[src/rtl/dbg_imem_reader_if.sv]
// Signal bundle for the debug instruction-memory read-back engine: host burst
// request/stream side plus the instruction-memory read port.
interface dbg_imem_reader_if #(
  parameter int XLEN               = 64,
  parameter int INSTRUCTION_LENGTH = XLEN / 2,
  parameter int CNT_W              = 16
);
  logic                          dbg_rd_start;
  logic [XLEN-1:0]               dbg_rd_addr;
  logic [CNT_W-1:0]              dbg_rd_count;
  logic                          dbg_rd_busy;
  logic                          dbg_rd_done;
  logic                          dbg_rd_err;
  logic [INSTRUCTION_LENGTH-1:0] dbg_rd_data;
  logic                          dbg_rd_valid;
  logic                          dbg_rd_ready;
  logic                          imem_rd_en;
  logic [XLEN-1:0]               imem_rd_addr;
  logic [INSTRUCTION_LENGTH-1:0] imem_rd_data;

  // The reader engine itself.
  modport master (
    input  dbg_rd_start, dbg_rd_addr, dbg_rd_count, dbg_rd_ready, imem_rd_data,
    output dbg_rd_busy, dbg_rd_done, dbg_rd_err, dbg_rd_data, dbg_rd_valid,
           imem_rd_en, imem_rd_addr
  );

  // The host and the instruction memory together.
  modport slave (
    output dbg_rd_start, dbg_rd_addr, dbg_rd_count, dbg_rd_ready, imem_rd_data,
    input  dbg_rd_busy, dbg_rd_done, dbg_rd_err, dbg_rd_data, dbg_rd_valid,
           imem_rd_en, imem_rd_addr
  );
endinterface

[src/rtl/dbg_imem_reader.sv]
// Debug read-back engine: streams a burst of instruction words out of the
// 1-cycle-latency instruction memory through a 2-entry buffer to the host.
module dbg_imem_reader #(
  parameter int XLEN               = 64,
  parameter int INSTRUCTION_LENGTH = XLEN / 2,
  parameter int CNT_W              = 16
) (
  input  logic              clk,
  input  logic              rst,
  dbg_imem_reader_if.master bus
);

  typedef enum logic [1:0] {
    IDLE  = 2'd0,
    RUN   = 2'd1,
    DRAIN = 2'd2
  } state_t;

  state_t                        state;
  logic [XLEN-1:0]               addr_q;
  logic [CNT_W-1:0]              remaining;
  logic                          inflight;
  logic [INSTRUCTION_LENGTH-1:0] buf_mem [2];
  logic                          rd_ptr;
  logic                          wr_ptr;
  logic [1:0]                    buf_count;
  logic                          busy_q;
  logic                          done_q;
  logic                          err_q;

  logic       pop;
  logic       issue;
  logic [2:0] occupancy;
  logic [1:0] count_next;

  // Words that will be held after this cycle's pop; a new read is only issued
  // when its returning word is guaranteed a free buffer slot.
  assign pop        = (buf_count != 2'd0) && bus.dbg_rd_ready;
  assign occupancy  = {1'b0, buf_count} + {2'b00, inflight} - {2'b00, pop};
  assign count_next = buf_count + {1'b0, inflight} - {1'b0, pop};
  assign issue      = (state == RUN) && (occupancy < 3'd2);

  assign bus.imem_rd_en   = issue;
  assign bus.imem_rd_addr = addr_q;
  assign bus.dbg_rd_valid = (buf_count != 2'd0);
  assign bus.dbg_rd_data  = buf_mem[rd_ptr];
  assign bus.dbg_rd_busy  = busy_q;
  assign bus.dbg_rd_done  = done_q;
  assign bus.dbg_rd_err   = err_q;

  // NOTE: all state below is updated with non-blocking assignments so every
  // register samples the pre-edge values of the others, whatever the order.
  always_ff @(posedge clk) begin
    if (rst) begin
      state      <= IDLE;
      addr_q     <= '0;
      remaining  <= '0;
      inflight   <= 1'b0;
      rd_ptr     <= 1'b0;
      wr_ptr     <= 1'b0;
      buf_count  <= 2'd0;
      busy_q     <= 1'b0;
      done_q     <= 1'b0;
      err_q      <= 1'b0;
      // NOTE: the buffer entries are reset because the head drives
      // dbg_rd_data directly, which must read zero out of reset.
      buf_mem[0] <= '0;
      buf_mem[1] <= '0;
    end else begin
      done_q    <= 1'b0;
      inflight  <= issue;
      buf_count <= count_next;

      if (inflight) begin
        buf_mem[wr_ptr] <= bus.imem_rd_data;
        wr_ptr          <= ~wr_ptr;
      end
      if (pop) begin
        rd_ptr <= ~rd_ptr;
      end

      case (state)
        IDLE: begin
          if (bus.dbg_rd_start) begin
            if (bus.dbg_rd_addr[1:0] != 2'b00) begin
              err_q  <= 1'b1;
              done_q <= 1'b1;
            end else if (bus.dbg_rd_count == '0) begin
              err_q  <= 1'b0;
              done_q <= 1'b1;
            end else begin
              addr_q    <= bus.dbg_rd_addr;
              remaining <= bus.dbg_rd_count;
              err_q     <= 1'b0;
              busy_q    <= 1'b1;
              state     <= RUN;
            end
          end
        end

        RUN: begin
          if (issue) begin
            addr_q    <= addr_q + XLEN'(4);
            remaining <= remaining - CNT_W'(1);
            if (remaining == CNT_W'(1)) begin
              state <= DRAIN;
            end
          end
        end

        DRAIN: begin
          // Leave once the last word has been handed over and nothing is left.
          if (!inflight && (count_next == 2'd0)) begin
            state  <= IDLE;
            busy_q <= 1'b0;
            done_q <= 1'b1;
          end
        end

        default: begin
          state <= IDLE;
        end
      endcase
    end
  end

endmodule
[src/flat_wrapper.sv]
// flat-port wrapper written by rule: the top's interface ports become plain ports
module dbg_imem_reader_flat 
#(
  parameter int XLEN               = 64,
  parameter int INSTRUCTION_LENGTH = XLEN / 2,
  parameter int CNT_W              = 16
)
  (clk, rst, bus_dbg_rd_start, bus_dbg_rd_addr, bus_dbg_rd_count, bus_dbg_rd_ready, bus_imem_rd_data, bus_dbg_rd_busy, bus_dbg_rd_done, bus_dbg_rd_err, bus_dbg_rd_data, bus_dbg_rd_valid, bus_imem_rd_en, bus_imem_rd_addr);
  dbg_imem_reader_if #(.XLEN(XLEN), .INSTRUCTION_LENGTH(INSTRUCTION_LENGTH), .CNT_W(CNT_W)) bus_i ();
  input  logic clk;
  input  logic rst;
  input wire logic [$bits(bus_i.dbg_rd_start)-1:0] bus_dbg_rd_start;
  input wire logic [$bits(bus_i.dbg_rd_addr)-1:0] bus_dbg_rd_addr;
  input wire logic [$bits(bus_i.dbg_rd_count)-1:0] bus_dbg_rd_count;
  input wire logic [$bits(bus_i.dbg_rd_ready)-1:0] bus_dbg_rd_ready;
  input wire logic [$bits(bus_i.imem_rd_data)-1:0] bus_imem_rd_data;
  output wire logic [$bits(bus_i.dbg_rd_busy)-1:0] bus_dbg_rd_busy;
  output wire logic [$bits(bus_i.dbg_rd_done)-1:0] bus_dbg_rd_done;
  output wire logic [$bits(bus_i.dbg_rd_err)-1:0] bus_dbg_rd_err;
  output wire logic [$bits(bus_i.dbg_rd_data)-1:0] bus_dbg_rd_data;
  output wire logic [$bits(bus_i.dbg_rd_valid)-1:0] bus_dbg_rd_valid;
  output wire logic [$bits(bus_i.imem_rd_en)-1:0] bus_imem_rd_en;
  output wire logic [$bits(bus_i.imem_rd_addr)-1:0] bus_imem_rd_addr;
  assign bus_i.dbg_rd_start = bus_dbg_rd_start;
  assign bus_i.dbg_rd_addr = bus_dbg_rd_addr;
  assign bus_i.dbg_rd_count = bus_dbg_rd_count;
  assign bus_i.dbg_rd_ready = bus_dbg_rd_ready;
  assign bus_i.imem_rd_data = bus_imem_rd_data;
  assign bus_dbg_rd_busy = bus_i.dbg_rd_busy;
  assign bus_dbg_rd_done = bus_i.dbg_rd_done;
  assign bus_dbg_rd_err = bus_i.dbg_rd_err;
  assign bus_dbg_rd_data = bus_i.dbg_rd_data;
  assign bus_dbg_rd_valid = bus_i.dbg_rd_valid;
  assign bus_imem_rd_en = bus_i.imem_rd_en;
  assign bus_imem_rd_addr = bus_i.imem_rd_addr;
  dbg_imem_reader #(.XLEN(XLEN), .INSTRUCTION_LENGTH(INSTRUCTION_LENGTH), .CNT_W(CNT_W)) u_core (.clk(clk), .rst(rst), .bus(bus_i));
endmodule
[config.mk]
export PLATFORM = sky130hd
export DESIGN_NAME = dbg_imem_reader_flat
export DESIGN_NICKNAME = d
export VERILOG_FILES = /design/src/rtl/dbg_imem_reader_if.sv /design/src/rtl/dbg_imem_reader.sv /design/src/flat_wrapper.sv
export SDC_FILE = /design/constraint.sdc
export NUM_CORES = 1
export LEC_CHECK = 0
export BUFFER_PORTS_ARGS = -buffer_cell sky130_fd_sc_hd__clkbuf_2
export CORE_MARGIN = 5
export CORE_UTILIZATION = 50
export CTS_CLUSTER_SIZE = 24
export DETAILED_ROUTE_END_ITERATION = 8
export GPL_ROUTABILITY_DRIVEN = 0
export PLACE_DENSITY = 0.74
export SYNTH_ARGS = -nofsm -noshare
export SYNTH_HDL_FRONTEND = slang
export SYNTH_SLANG_ARGS = --single-unit
[constraint.sdc]
create_clock -name clk -period 5.65 [get_ports clk]
set_input_delay 0.565 -clock clk [delete_from_list [all_inputs] [get_ports clk]]
set_output_delay 0.565 -clock clk [all_outputs]
set_load 0.02 [all_outputs]
==> metrics.txt, run 1 <==
outcome=complete, no violations; R2R depth=12; Cell Area, Synth=0.008371 sq mm; Vias/cell=just over 6; Gate power share=0.290; Yosys reg bits=around 160; TritonRoute pass-1 iters=7; Hold Path Class=primary input to register; Distinct cells, synth=64; # DRC=0; Post CTS Setup Buffer Count=0; CTS root buf=clkbuf_16; Post-synth EDFFs=64; number of port buffers=216; CP required=5960 ps; clk_lat worst skew=420 ps; Post-CTS Resized=0; CP Launch Type=register; syn nets=1,066; buffers and inverters on the worst path=3; Crit path arrival time=around 4000 ps; vias=8,212; register share of total power=0.393; vias in the first global route=around 7,600; clock-pin slew on the worst setup and hold paths=60 ps; RSZ-0062 raised after global routing=no; Reg-to-Reg Start=u_core.buf_count[1]; P_int=0.002365 W; CTS tree=built; Final Hold Viols=0; Final setup viols=0; Synth Warn #=0; initial antenna violation count=0; pre-CTS setup slack=between 2000 and 2500 ps; die height=approximately 140 um; Power per Cell Area=between 300 and 400 mW/mm^2; post-route ant nets=0; grt met2 use=0.3758; Crit path max-delay family=adder cells; HP Start=bus_dbg_rd_addr[3]; Slew HR=0.2716; # IOs=217; cts bufs inserted=17; Gate Count Post-Synth=944; Tcrit/Tclk final=0.6519; CTS Sinks=~160; Worst Slack Setup Final=1967 ps; core area=0.01652 sq mm; top_reg_cell synth=dfxtp_1; clock power share=0.317; RR Endpoint=u_core.remaining[0]; hold path cells=3; gr ovfl total=0; hold slack=403.9 ps; n_diodes=0; placed wire-length estimate=17,090 um; Clock Skew=12.21 ps; Initial Util=0.5065; most numerous cell in the Yosys netlist=dfxtp_1; filler instances=about 1,400; 1st-iter DRT viols=821; Setup CP Type=register to register; Commonest cells post-synth=91 x dfxtp_1, 89 x nor2_1, 85 x nand2_1; Hold Crit Endpoint=u_core.bus.imem_rd_addr[3]; Worst VDD drop=0.0002629 V; Max Cap Viol=0; min Tclk post-route=3683 ps; largest net degree at the start of global routing=80; area growth from synthesis to final layout=21.73%; Die W=139.4 um; Setup crit end kind=register; top cell type's share of synthesized area=0.2296; Post-Route WL=24,890 um; Power, Total=0.003618 W; M3 GR Usage=0.05455; leading area contributor after synthesis=edfxtp_1; Slowest cell on crit path=buf_4; Worst-Margin Slew=roughly 1100 ps; WL per Instance=roughly 18 um; fin nets=between 1,000 and 1,500; crit path cell chain=or2_2, and2_1, ha_1, inv_1, ha_1, fa_1, nand3b_1, buf_4, o21ai_4, buf_4, o21ai_0, a221oi_1; CTS H-tree depth=4; Net Switching=0.001254 W; Static Leak=4.072 nW; CP peak stage delay=530 ps; total track usage=0.2473; top post-synthesis cells by area=edfxtp_1 23%, dfxtp_1 22%, and2_1 5.3%; Fmax achieved=271.5 MHz; routing usage on met1=0.3519; switching share of total power=0.3465; layout cells sized above 1=0.2709; gr busiest metal=met2; worst-path fanout max=43; Die ar.=roughly 0.02 sq mm; Hold Buf Count CTS=0; sequential fraction of the synthesis area=0.4472; CTS max path bufs=2; row count=47; TNS Setup=0 ps; first-pass GRT wire length=39,550 um; Async SR Flop Fraction=0; Mapped Avg Cell Area=8.867 sq um; Slew Viols, Final=0; setup slack, reg-to-reg=1970 ps
sequential cells by signal (all words and copies together), names as in the netlist, named ones only:
name / cells
u_core.buf_mem: 64
u_core.bus.imem_rd_addr: 64
u_core.remaining: 16
u_core.buf_count: 2
u_core.state: 2
u_core.bus.dbg_rd_busy: 1
u_core.bus.dbg_rd_done: 1
u_core.bus.dbg_rd_err: 1
u_core.inflight: 1
u_core.rd_ptr: 1
u_core.wr_ptr: 1
routing by layer:
layer  wire length, um  vias up
li1                  -     3893
met1             10620     3803
met2             11090      455
met3              2472       61
met4               705        0
met5                 0        -
power by group through the flow:
stage | Sequential (W) | Clock [W] | Combinational [W]
final | 0.00142 | 0.00115 | 0.00105
after global routing | 0.00144 | 0.00122 | 0.00114
after CTS | 0.00142 | 0.00117 | 0.00105
after detailed placement | 0.00144 | 0 | 0.00104
after global placement | 0.00144 | 0 | 0.00103
after floorplan | 0.00148 | 0 | 0.000650
worst register-to-register path, stage by stage, from the launching register on:
cell and delay, ps:
dfxtp_1 320, or2_2 300, and2_1 180, ha_1 280, inv_1 40, ha_1 190, fa_1 490, nand3b_1 180
buf_4 210, o21ai_4 390, buf_4 540, o21ai_0 160, a221oi_1 300
layout by cell type (no fill, tap or decap), types with 5 or more instances in the layout:
master / synthesis / routed
or2_2: 8 / 8
clkbuf_16: 0 / 17
or4_1: 11 / 11
o22ai_1: 12 / 12
a31oi_1: 10 / 10
clkbuf_2: 0 / 216
or3_1: 10 / 10
a32o_1: 10 / 10
a211oi_1: 11 / 11
edfxtp_1: 64 / 64
nand2_1: 85 / 85
a21o_1: 5 / 5
and4_1: 9 / 9
inv_1: 14 / 14
nand4_1: 27 / 27
nor3_1: 34 / 33
a21oi_1: 57 / 56
ha_1: 5 / 5
nand3_1: 31 / 31
and3_1: 18 / 18
dfxtp_1: 91 / 91
mux2i_1: 7 / 7
nor4_1: 14 / 14
a311oi_1: 5 / 5
o21ai_0: 53 / 52
nor3b_1: 5 / 5
o31ai_1: 7 / 7
o41ai_1: 8 / 8
nor2_1: 89 / 89
and2_1: 71 / 71
a22oi_1: 17 / 17
mux2_2: 33 / 33
buf_4: 0 / 9
through the flow:
| stage | std cells | utilization | instance area [sq um] |
|---|---|---|---|
| after floorplan | 944 | - | 8371 |
| after global routing | 1357 | 0.6166 | 10190 |
| final | 1357 | 0.6166 | 10190 |
| after CTS | 1357 | 0.6166 | 10190 |
| after global placement | 1325 | 0.5811 | 9603 |
| after detailed placement | 1325 | 0.5811 | 9603 |
kinds of logic after synthesis:
kind of cell / after synthesis / share of synthesized area
adders and majority gates: 6 / 0.009866
and+or+nand+nor: 428 / 0.2680
buffers and inverters: 78 / 0.03558
xor gates and xnor gates: 3 / 0.003140
DFF: 155 / 0.4472
AOI/OAI and AO/OA: 234 / 0.1834
muxes: 40 / 0.05277
how the worst max path moves through the flow:
| stage | slack, ps | depth (start not counted) | to | startpoint |
|---|---|---|---|---|
| 2_1_floorplan | 2380 | 13 | u_core.bus.imem_rd_addr[39] | u_core.buf_count[1] |
| 3_3_place_gp | 2070 | 12 | u_core.remaining[0] | bus_dbg_rd_ready |
| 3_5_place_dp | 2020 | 12 | u_core.remaining[0] | u_core.buf_count[1] |
| 4_1_cts | 1970 | 10 | bus_imem_rd_en | u_core.buf_count[1] |
| 5_1_grt | 1750 | 13 | u_core.remaining[0] | u_core.buf_count[1] |
| 6_report | 1970 | 12 | u_core.remaining[0] | u_core.buf_count[1] |
cell type report:
cell class / instances / area (sq um) / area share
clock buffer: 20 / 436.7 / 0.04285
clock inverter: 12 / 150.1 / 0.01473
inverter: 14 / 52.55 / 0.005157
multi-input combinational: 711 / 4383 / 0.4301
sequential: 155 / 3744 / 0.3674
tap: 220 / 275.3 / 0.02701
timing repair buffer: 225 / 1149 / 0.1127
No activity file was read; power rests on OpenSTA's default activity.
==> run 2, diff against run 1 <==
==> constraint.sdc (replaced) <==
create_clock -name clk -period 3.6 [get_ports clk]
set_input_delay 0.36 -clock clk [delete_from_list [all_inputs] [get_ports clk]]
set_output_delay 0.36 -clock clk [all_outputs]
set_load 0.02 [all_outputs]
==> run 2 against run 1 <==
  * Final cell count grew 0.66%
  * Sequential share of layout area shrank 0.45 points
  * Clock skew grew 0.99 ps
  * Global-route usage grew 0.44 points
  * Combinational power grew 60%
  * Non-clock buffer count grew 9
  * Clock-buffer cell count shrank 3
  * First-iteration DRC count shrank 9.5%
  * Power grew 60%
  * Sequential power grew 57%
  * Critical endpoint is now bus_imem_rd_en
==> metrics.txt, run 2 (synthesis results as in run 1) <==
n_diodes=0; largest net degree at the start of global routing=around 110; placed wire-length estimate=about 17,000 um; die height=139.4 um; setup slack, reg-to-reg=about 250 ps; Slew Viols, Final=0; Die ar.=0.01943 sq mm; 1st-iter DRT viols=743; first-pass GRT wire length=roughly 40,000 um; worst-path fanout max=5; row count=47; TNS Setup=0 ps; CTS root buf=clkbuf_16; area growth from synthesis to final layout=23.26%; CTS tree=built; Worst VDD drop=about 0.00054 V; total track usage=0.2517; Setup crit end kind=primary output; Worst-Margin Slew=roughly 1100 ps; # DRC=0; Fmax achieved=296.9 MHz; WL per Instance=18.27 um; post-route ant nets=0; Die W=139.4 um; Post CTS Setup Buffer Count=0; TritonRoute pass-1 iters=7; placed cells=1,334; number of port buffers=216; CTS H-tree depth=4; Max Cap Viol=0; Finished Cell Area=0.01032 sq mm; Slew HR=0.2548; # IOs=approximately 220; RSZ-0062 raised after global routing=no; Power per Cell Area=561.6 mW/mm^2; Vias/cell=roughly 6.0; Hold Path Class=primary input to register; clock-pin slew on the worst setup and hold paths=roughly 60 ps; Static Leak=~4.1 nW; non-filler instance count after layout=1,366; vias=8,259; Hold Buf Count CTS=0; Setup CP Type=register to primary output; cts bufs inserted=17; core area=between 0.015 and 0.02 sq mm; layout cells sized above 1=0.2766; Post-Route WL=24,960 um; CP required=3240 ps; clk_lat worst skew=~420 ps; Initial Util=0.5065; Post-DP Area=0.009696 sq mm; Final setup viols=0; Final Hold Viols=0; min Tclk post-route=3368 ps; CTS max path bufs=2; Post-CTS Resized=0; CP Launch Type=register; fin util=0.6244; vias in the first global route=7,713; fin nets=1,255; Crit path arrival time=approximately 3000 ps; most common cell after layout, fill and taps aside=clkbuf_2; outcome=complete, no violations; commonest cells after routing, fill and taps aside=216 x clkbuf_2, 91 x dfxtp_1, 89 x nor2_1, 85 x nand2_1, 71 x and2_1; initial antenna violation count=1; Tcrit/Tclk final=0.9355; CTS Sinks=between 150 and 200; gr ovfl total=0; Clock Skew=roughly 13 ps
run 2: changes by cell type in the layout (fill, tap and decap cells not counted), sizes merged:
cell	before	now
clkinv	6	7
bufinv	3	4
inv	14	16
clkbuf	236	233
clkinvlp	3	2
buf	9	18
run 2: worst max-delay path: stages, from the launching register on:
cell and delay [ps]:
dfxtp_1 330, or2_2 310, and2_1 180, ha_1 270
inv_1 40, ha_1 180, fa_1 490, nand3b_1 290
inv_1 250, clkbuf_2 240
run 2: routing by layer:
metal  wire length, um  up-vias  share of wire  global-route usage
met2             11180      415           0.45              0.3916
met5                13        -        0.00052                   0
met3              2301       60          0.092             0.05420
met4               794        2          0.032             0.09423
met1             10670     3872           0.43              0.3462
li1                  -     3910              -                   -
run 2: power by group:
part | internal (W) | leakage [nW] | switching [W]
sequential | 0.00201 | 1.40 | 0.000218
clock | 0.00116 | 0.296 | 0.000726
combinational | 0.000641 | 2.44 | 0.00104
total | 0.00381 | 4.14 | 0.00199
run 2: worst paths after layout:
kind | start | endpoint | cells after the start
min reg2reg | u_core.remaining[1] | u_core.remaining[1] | 2
max reg2reg | u_core.buf_count[1] | u_core.bus.imem_rd_addr[43] | 12
max | u_core.buf_count[1] | bus_imem_rd_en | 9
min | bus_dbg_rd_addr[3] | u_core.bus.imem_rd_addr[3] | 3
run 2: metrics by stage:
step	total power [W]	worst slack, ps	hold WS (ps)
floorplan	0.003339	325.0	443.8
global placement	0.003901	468.1	457.4
detailed placement	0.003923	281.7	468.4
CTS	0.005812	230.9	186.1
global route	0.006089	25.08	208.2
finish	0.005794	232.1	192.0
run 2: area by class of cell:
| type | count | area [sq um] |
|---|---|---|
| Clock buffer | 17 | 425.4 |
| Clock inverter | 15 | 196.4 |
| Fill cell | 1464 | 6207 |
| Inverter | 14 | 52.55 |
| Multi-Input combinational cell | 711 | 4383 |
| Sequential cell | 155 | 3744 |
| Tap cell | 220 | 275.3 |
| Timing Repair Buffer | 234 | 1241 |
==> run 3, diff against run 2 <==
--- a/config.mk
+++ b/config.mk
@@ -6,12 +6,13 @@
 export NUM_CORES = 1
 export LEC_CHECK = 0
 export BUFFER_PORTS_ARGS = -buffer_cell sky130_fd_sc_hd__clkbuf_2
+export CORE_ASPECT_RATIO = 1.75
 export CORE_MARGIN = 5
 export CORE_UTILIZATION = 50
 export CTS_CLUSTER_SIZE = 24
 export DETAILED_ROUTE_END_ITERATION = 8
 export GPL_ROUTABILITY_DRIVEN = 0
-export PLACE_DENSITY = 0.74
+export PLACE_DENSITY = 0.78
 export SYNTH_ARGS = -nofsm -noshare
 export SYNTH_HDL_FRONTEND = slang
 export SYNTH_SLANG_ARGS = --single-unit
==> run 3 against run 2 <==
  * Clock-buffer cell count grew 1
  * Non-clock buffer count up 4
  * First-iteration DRC count down 8.1%
  * Worst hold slack improved by 16 ps
  * Power fell by 2.0%
  * Core utilization rose by 0.20 points
  * Maximum frequency fell by 0.94%
  * Final cell count rose by 0.66%
  * Via count grew 1.1%
  * Sequential share of layout area rose by 0.057 points
  * Register-to-register slack improved by 80 ps
  * Largest power group unchanged
==> metrics.txt, run 3 (synthesis results as in run 1) <==
Max Cap Viol=0; HP Start=bus_dbg_rd_addr[3]; TritonRoute pass-1 iters=5; CP Launch Type=register; Slowest cell on crit path=fa_1; Net Switching=0.002060 W; first-pass GRT wire length=41,790 um; pre-CTS setup slack=roughly 360 ps; Hold Path Class=primary input to register; crit path cell chain=or2_2, and2_1, ha_1, inv_1, ha_1, fa_1, nand3b_1, inv_1, clkbuf_2; filler instances=1,472; Worst Slack Setup Final=200.1 ps; number of port buffers=216; 1st-iter DRT viols=683; hold path cells=3; Slew Viols, Final=0; Setup crit end kind=primary output; Vias/cell=6.071; row count=between 60 and 70; commonest cells after routing, fill and taps aside=216 x clkbuf_2, 91 x dfxtp_1, 89 x nor2_1, 85 x nand2_1, 71 x and2_1; buffers and inverters on the worst path=3; clk_lat worst skew=420 ps; Post CTS Setup Buffer Count=0; Setup CP Type=register to primary output; Final setup viols=0; outcome=complete, no violations; layout cells sized above 1=0.2809; gr ovfl total=0; CP Depth=9; switching share of total power=0.3628; Gate power share=0.297; Tcrit/Tclk final=0.9444; Final Hold Viols=0; CTS max path bufs=2; register share of total power=0.392; RSZ-0062 raised after global routing=no; vias in the first global route=8,152; highest routed metal layer=met4; CP peak stage delay=490 ps; setup slack, reg-to-reg=roughly 330 ps; total track usage=0.2675; placed wire-length estimate=19,550 um; die height=~180 um; Crit path arrival time=3040 ps; WL per Instance=around 19 um; register area=roughly 0.0037 sq mm; Reg-to-Reg Start=u_core.buf_count[1]; met3 wire len=1927 um; fin nets=around 1,300; Initial Util=0.5090; TNS Setup=0 ps; Power per Cell Area=551.2 mW/mm^2; initial antenna violation count=1; Post-CTS Resized=0; Post-Route WL=26,680 um; footprint of the multi-input gates=0.004383 sq mm; cts bufs inserted=17; R2R depth=11; min Tclk post-route=3400 ps; clock-pin slew on the worst setup and hold paths=roughly 60 ps; Die ar.=0.01953 sq mm; Hold Crit Endpoint=u_core.bus.imem_rd_addr[3]; Fmax achieved=~290 MHz; largest net degree at the start of global routing=67; clock power share=0.310; CP required=3240 ps; core area=0.01645 sq mm; Static Leak=4.123 nW; Clock Skew=approximately 11 ps; Hold Buf Count CTS=0; Worst VDD drop=~0.0004 V; CTS root buf=clkbuf_16; Crit path max-delay family=adder cells; # DRC=0; area growth from synthesis to final layout=23.06%; P_int=0.003618 W; Die W=107.8 um; # IOs=217; most common cell after layout, fill and taps aside=clkbuf_2; CTS Sinks=155; RR Endpoint=u_core.remaining[0]; worst-path fanout max=5; met2 WL=roughly 13,000 um; wire length on met1=9806 um; CTS H-tree depth=4; Slew HR=0.2946; Worst-Margin Slew=1054 ps; vias=roughly 8,300; post-route ant nets=0; CTS tree=built
## run 3: worst max path at each step
stage	endpoint	startpoint	slack (ps)
CTS	bus_imem_rd_en	u_core.buf_count[1]	190
finish	bus_imem_rd_en	u_core.buf_count[1]	200
floorplan	u_core.bus.imem_rd_addr[39]	u_core.buf_count[1]	330
detailed placement	u_core.remaining[0]	u_core.buf_count[1]	360
global route	u_core.bus.imem_rd_addr[43]	u_core.buf_count[1]	20
global placement	u_core.remaining[0]	u_core.buf_count[1]	420
## run 3: layout make-up
type / instances / share of cell area
antenna: 1 / 0.0002429
clock buffer: 18 / 0.04166
clock inverter: 14 / 0.01348
inverter: 14 / 0.005101
multi-input combinational: 711 / 0.4255
sequential: 155 / 0.3634
tap: 224 / 0.02721
timing repair buffer: 238 / 0.1234
## run 3: metrics by stage
stage               instance area, sq um  hold slack, ps    util  std cells  total power (W)
finish                             10300           207.7  0.6264       1375         0.005678
CTS                                10300           196.1  0.6262       1374         0.005698
floorplan                           8371           443.8       -        944         0.003339
global placement                    9731           465.7  0.5917       1342         0.003910
detailed placement                  9731           475.7  0.5917       1342         0.003944
global route                       10300           214.5  0.6264       1375         0.005978
## run 3: worst min-delay path, delay by kind of cell
kind | cells | cell delay (ps)
buf+inv | 1 | 80
compound gates | 1 | 80
simple gates | 1 | 50
## run 3: routing by layer
layer,track usage,vias to the layer above
met5,0,-
met4,0.1527,0
met3,0.05964,96
met2,0.4564,429
met1,0.3022,3905
li1,-,3918
## run 3: power by group through the flow
stage	clock, W	combinational [W]	sequential, W
floorplan	0	0.00102	0.00232
global placement	0	0.00166	0.00225
detailed placement	0	0.00169	0.00226
CTS	0.00178	0.00169	0.00222
global route	0.00188	0.00185	0.00225
finish	0.00176	0.00169	0.00223
